**config.mk**
```make
export PLATFORM = sky130hd
export DESIGN_NAME = operand_hazard_ctrl
export DESIGN_NICKNAME = d
export VERILOG_FILES = /design/src/rtl/operand_hazard_ctrl.sv
export SDC_FILE = /design/constraint.sdc
export NUM_CORES = 1
export LEC_CHECK = 0
export ABC_CLOCK_PERIOD_IN_PS = 5900
export CAP_MARGIN = 5
export CORE_ASPECT_RATIO = 0.6
export CORE_MARGIN = 5
export CORE_UTILIZATION = 48
export DETAILED_ROUTE_END_ITERATION = 6
export PLACE_DENSITY = 0.86
export SETUP_SLACK_MARGIN = 0.3
export SYNTH_ARGS = -nofsm -noshare
export SYNTH_HDL_FRONTEND = slang
export SYNTH_SLANG_ARGS = --single-unit
```
**constraint.sdc**
```tcl
create_clock -name clk -period 5.9 [get_ports clk]
set_input_delay 0.59 -clock clk [delete_from_list [all_inputs] [get_ports clk]]
set_output_delay 0.59 -clock clk [all_outputs]
set_load 0.03 [all_outputs]
```
**src/rtl/operand_hazard_ctrl.sv**
```systemverilog
// Operand hazard control: load-use stall, EX/MEM forwarding select and shared HI/LO divider sequencing.
// Latency: stall/bubble/forwarding/div_start are combinational; a divide keeps the divider busy for DIV_CYCLES cycles.
// Backpressure: stall_id holds PC/IF/ID/ID and bubble_ex injects a NOP while a load-use or divider hazard is open.
module operand_hazard_ctrl #(
    parameter int DIV_CYCLES = 32
) (
    input  logic        clk,
    input  logic        rst,
    input  logic        id_valid,
    input  logic        id_read_en_1,
    input  logic        id_read_en_2,
    input  logic [4:0]  id_read_addr_1,
    input  logic [4:0]  id_read_addr_2,
    input  logic        id_is_div,
    input  logic        id_read_hilo,
    input  logic        ex_write_en,
    input  logic [4:0]  ex_write_addr,
    input  logic        ex_is_load,
    input  logic        mem_write_en,
    input  logic [4:0]  mem_write_addr,
    input  logic        flush,
    output logic        stall_id,
    output logic        bubble_ex,
    output logic [1:0]  fwd_sel_1,
    output logic [1:0]  fwd_sel_2,
    output logic        div_start,
    output logic        div_busy,
    output logic        div_done,
    output logic [15:0] stall_count
);

    typedef enum logic {
        IDLE    = 1'b0,
        DIV_RUN = 1'b1
    } state_t;

    localparam logic [5:0] DIV_LOAD = 6'(DIV_CYCLES - 1);

    state_t     state;
    state_t     state_nxt;
    logic [5:0] count;
    logic [5:0] count_nxt;

    logic m1_ex;
    logic m2_ex;
    logic m1_mem;
    logic m2_mem;
    logic load_hazard;
    logic div_hazard;

    // Register $0 is hardwired to zero, so it never creates a dependency.
    assign m1_ex  = id_read_en_1 & (id_read_addr_1 != 5'd0) & ex_write_en  & (id_read_addr_1 == ex_write_addr);
    assign m2_ex  = id_read_en_2 & (id_read_addr_2 != 5'd0) & ex_write_en  & (id_read_addr_2 == ex_write_addr);
    assign m1_mem = id_read_en_1 & (id_read_addr_1 != 5'd0) & mem_write_en & (id_read_addr_1 == mem_write_addr);
    assign m2_mem = id_read_en_2 & (id_read_addr_2 != 5'd0) & mem_write_en & (id_read_addr_2 == mem_write_addr);

    assign div_busy    = (state == DIV_RUN);
    assign load_hazard = id_valid & ex_write_en & ex_is_load & (m1_ex | m2_ex);
    assign div_hazard  = id_valid & div_busy & (id_is_div | id_read_hilo);
    assign stall_id    = (load_hazard | div_hazard) & ~flush;
    assign bubble_ex   = stall_id;

    // Forwarding mux selects: a load result is not available in EX, so only ALU results forward from EX.
    always_comb begin
        fwd_sel_1 = 2'd0;
        fwd_sel_2 = 2'd0;
        if (m1_ex & ~ex_is_load) begin
            fwd_sel_1 = 2'd1;
        end else if (m1_mem) begin
            fwd_sel_1 = 2'd2;
        end
        if (m2_ex & ~ex_is_load) begin
            fwd_sel_2 = 2'd1;
        end else if (m2_mem) begin
            fwd_sel_2 = 2'd2;
        end
    end

    // Divider sequencer: start only from IDLE when nothing stalls; flush aborts without a done pulse.
    always_comb begin
        state_nxt = state;
        count_nxt = count;
        div_start = 1'b0;
        div_done  = 1'b0;
        case (state)
            IDLE: begin
                if (rst & id_valid & id_is_div & ~stall_id & ~flush) begin
                    div_start = 1'b1;
                    state_nxt = DIV_RUN;
                    count_nxt = DIV_LOAD;
                end
            end
            DIV_RUN: begin
                if (flush) begin
                    state_nxt = IDLE;
                    count_nxt = 6'd0;
                end else if (count == 6'd0) begin
                    div_done  = 1'b1;
                    state_nxt = IDLE;
                end else begin
                    count_nxt = count - 6'd1;
                end
            end
            default: begin
                state_nxt = IDLE;
                count_nxt = 6'd0;
            end
        endcase
    end

    // Divider state and down-counter registers.
    always_ff @(posedge clk or negedge rst) begin
        if (!rst) begin
            state <= IDLE;
            count <= 6'd0;
        end else begin
            state <= state_nxt;
            count <= count_nxt;
        end
    end

    // Saturating stalled-cycle counter.
    always_ff @(posedge clk or negedge rst) begin
        if (!rst) begin
            stall_count <= 16'd0;
        end else if (stall_id && (stall_count != 16'hFFFF)) begin
            stall_count <= stall_count + 16'd1;
        end
    end

endmodule

```
==> flow_summary_export.csv <==
group,metric,value,unit
setup_path,path_max_fanout,6,
sta,fmax,0.2719,GHz
synthesis,synth_compound_area_frac,0.1212,
floorplanning,dieWidth,83.34,um
finish,fin_area,2187,um^2
global_route,grt_pass1_vias,1400,
placed_design,placed_cell_area,2141,um^2
synthesis,synth_warnings,0,
power_and_ir_drop,switching_share,0.3446,
placed_design,dp_slack,2.247,ns
setup_path,setup.worst_path.start_class,"primary input",
sta,tightest_slew,0.6877,ns
finish,finalNetCount,258,
floorplanning,io_pins,56,
clocking,numClockSinks,23,
placed_design,io_buffers,55,
global_route,grt_pass1_wl,6741,um
drt,vias,1462,
synthesis,syn_area,1549,um^2
synthesis,synth_edf_count,0,
clocking,htreeDepth,1,
job,cap_violations,0,
sta,rsz0062_at_grt,"false",
floorplanning,die_area,4500,um^2
clocking,cts.path.max_buffers,2,
sta,hold_viol,0,
worst_hold_path,hp-class,"flip-flop to flip-flop",
synthesis,async_flop_share,1.000,
synthesis,yosysSeqAreaShare,0.3716,
synthesis,ys_ff_latch,23,
global_route,grt_max_degree,25,
finish,fillers,255,
synthesis,synthCells,166,
finish,antenna_cells,0,
power_and_ir_drop,power_leakage,0.8857,nW
sta,setup-tns-final,0,ns
power_and_ir_drop,powerDensity,218.6,nW/um^2
placed_design,gp_congestion,0.8689,
sta,finClkSkew,0.003009,ns
power_and_ir_drop,clockPowerShare,0.208,
clocking,cts_tree,"built",
clocking,post_cts_buffers,0,
clocking,cts_root_buf,"clkbuf_8",
setup_path,end_kind,"output port",
floorplanning,die_h,54,um
placed_design,hpwl,3189,um
floorplanning,num_rows,16,
synthesis,synth_flop_cell,"dfrtp_1",
global_route,antenna_found_initial,0,
sta,final_max_slew_viol_count,0,
setup_path,setup.worst_path.class,"primary input to output port",
drt,routedWlPerCell,15.30,um
synthesis,synth_mux_area_frac,0.009693,
power_and_ir_drop,p_int,0.3133,mW
clocking,cts_resized,0,
synthesis,synth_area_per_cell,9.331,um^2
sta,worst_slack,2.222,ns
synthesis,synth_xor_area_frac,0.1866,
synthesis,synth_top_family_by_area,"simple AND/OR/NAND/NOR gates",
finish,area_delta_synth_final,41.20,%
setup_path,crit_arrival,3.09,ns
power_and_ir_drop,ir_drop,0.2101,mV
floorplanning,start_util,0.4866,
drt,firstDrtPassIters,4,
sta,slew-limit-headroom,0.5415,
drt,finalWirelength,4101,um
power_and_ir_drop,p_switching,0.1647,mW
clocking,clk_latency,0.27,ns
sta,setup_viol,0,
drt,drcViolationCount,0,
synthesis,synthSimpleGateAreaFrac,0.2577,
finish,drive_above_1_share,0.07623,
global_route,grt-ovfl-total,0,
sta,post-route-period-util,0.6235,
drt,drt_iter0_markers,71,
power_and_ir_drop,seq_power_share,0.454,
synthesis,synth_fa_ha_area_frac,0.02423,
synthesis,yosysUniqueCellTypes,40,
drt,via_per_inst,5.455,
status,status,"finished clean",
clocking,cts_made_buffers,3,
floorplanning,core_area,3183,um^2
clocking,cts_hold_buf,0,
sta,post-route-min-period,3.678,ns
drt,drtAntennaViolNets,0,
synthesis,synth_fp_nets,200,
power_and_ir_drop,comb_power_share,0.338,
clocking,clk_pin_slew,0.08,ns
global_route,track_usage,0.1887,
setup_path,required,5.31,ns
==> worst max-delay path, cell delays in order <==
cell	delay [ns]
clkdlybuf4s50_1	0.50
xor2_1	0.20
nor4_1	0.30
nand4b_1	0.19
a21oi_2	0.35
a21bo_2	0.26
clkdlybuf4s50_1	0.69
==> metal layers <==
| metal | vias up | routed length (um) | global-route usage |
|---|---|---|---|
| li1 | 708 | - | - |
| met1 | 684 | 2038 | 0.2623 |
| met2 | 68 | 1658 | 0.2846 |
| met3 | 2 | 380 | 0.07034 |
| met4 | 0 | 23 | 0.03261 |
| met5 | - | 0 | 0 |
==> cell families (layout without fill, tap and decap cells) <==
| family | count (synthesis) | count (layout) |
|---|---|---|
| AND/OR/NAND/NOR | 71 | 71 |
| XOR/XNOR | 33 | 33 |
| AO/OA/AOI/OAI | 26 | 26 |
| flip-flops | 23 | 23 |
| buffers and inverters | 9 | 66 |
| adder cells (fa/ha/maj) | 3 | 3 |
| multiplexers | 1 | 1 |
==> layout by cell type, fill, tap and decap left out, drive strengths merged <==
cell | Yosys | layout
buf | 2 | 1
nor4 | 6 | 6
clkbuf | 1 | 3
and3 | 3 | 3
inv | 6 | 6
ha | 3 | 3
o21a | 3 | 3
a21oi | 9 | 9
dfrtp | 23 | 23
o22a | 1 | 1
o31ai | 1 | 1
nor3 | 9 | 9
and4 | 1 | 1
a21bo | 1 | 1
o21ai | 3 | 3
nand2 | 7 | 7
nand4b | 2 | 2
nor3b | 2 | 2
o22ai | 1 | 1
clkinv | 0 | 1
clkdlybuf4s50 | 0 | 55
o32a | 3 | 3
or2 | 1 | 1
nand3b | 1 | 1
o2bb2ai | 1 | 1
mux2 | 1 | 1
a41oi | 1 | 1
or4 | 2 | 2
a21o | 2 | 2
nor2 | 17 | 17
nor2b | 3 | 3
nand4 | 2 | 2
xor2 | 25 | 25
nand3 | 14 | 14
nand2b | 1 | 1
xnor2 | 8 | 8
==> per-stage QoR <==
stage	power, mW	util	instances	hold WS, ns
after CTS	0.4805	0.6871	268	0.4909
after detailed placement	0.3803	0.6726	264	0.4775
final	0.4781	0.6871	268	0.4863
after floorplan	0.3077	-	166	0.2944
after global routing	0.5073	0.6871	268	0.5079
after global placement	0.3775	0.6726	264	0.4734
==> Yosys cell counts, drive strengths merged (2+ instances only) <==
cell type,count,area share
nor3b,2,0.0097
xor2,25,0.14
xnor2,8,0.045
o21ai,3,0.0097
o32a,3,0.019
nand4b,2,0.011
nor4,6,0.028
ha,3,0.024
dfrtp,23,0.37
nor2,17,0.041
inv,6,0.015
a21oi,9,0.034
or4,2,0.0097
a21o,2,0.011
nor2b,3,0.012
nand2,7,0.017
o21a,3,0.015
nand3,14,0.045
and3,3,0.012
nand4,2,0.0081
nor3,9,0.043
buf,2,0.012
==> power groups by stage <==
| stage | Sequential, mW | Combinational, mW | Clock, mW |
|---|---|---|---|
| finish | 0.217 | 0.162 | 0.0992 |
| global route | 0.224 | 0.176 | 0.108 |
| CTS | 0.217 | 0.162 | 0.102 |
| detailed placement | 0.220 | 0.161 | 0 |
| global placement | 0.219 | 0.159 | 0 |
| floorplan | 0.236 | 0.0717 | 0 |
==> final timing paths <==
kind,from,to,slack [ns],depth (start not counted)
min in group asynchronous,rst,stall_count[11]$_DFFE_PN0P_,0.66,2
hold / removal,stall_count[8]$_DFFE_PN0P_,stall_count[8]$_DFFE_PN0P_,0.49,1
max in group asynchronous,rst,stall_count[1]$_DFFE_PN0P_,4.99,2
setup reg to reg,stall_count[0]$_DFFE_PN0P_,stall_count[1]$_DFFE_PN0P_,3.22,7
hold reg to reg,stall_count[8]$_DFFE_PN0P_,stall_count[8]$_DFFE_PN0P_,0.49,1
setup / recovery,id_read_addr_1[4],bubble_ex,2.22,7
==> flip-flops by register name, indices dropped and copies added, names as in the netlist <==
| name | flops |
|---|---|
| div_busy | 1 |
| count | 6 |
| stall_count | 16 |
==> area by class of cell <==
| cell class | instances | area (um^2) | share of cell area |
|---|---|---|---|
| inverters | 6 | 22.52 | 0.01030 |
| well taps | 45 | 56.30 | 0.02574 |
| repair buffers | 56 | 558.0 | 0.2551 |
| multi-input cells | 134 | 928.4 | 0.4245 |
| clock inverters | 1 | 5.005 | 0.002288 |
| clock buffers | 3 | 41.29 | 0.01888 |
| flip-flops and latches | 23 | 575.6 | 0.2632 |
(Power assumes the default switching activity.)
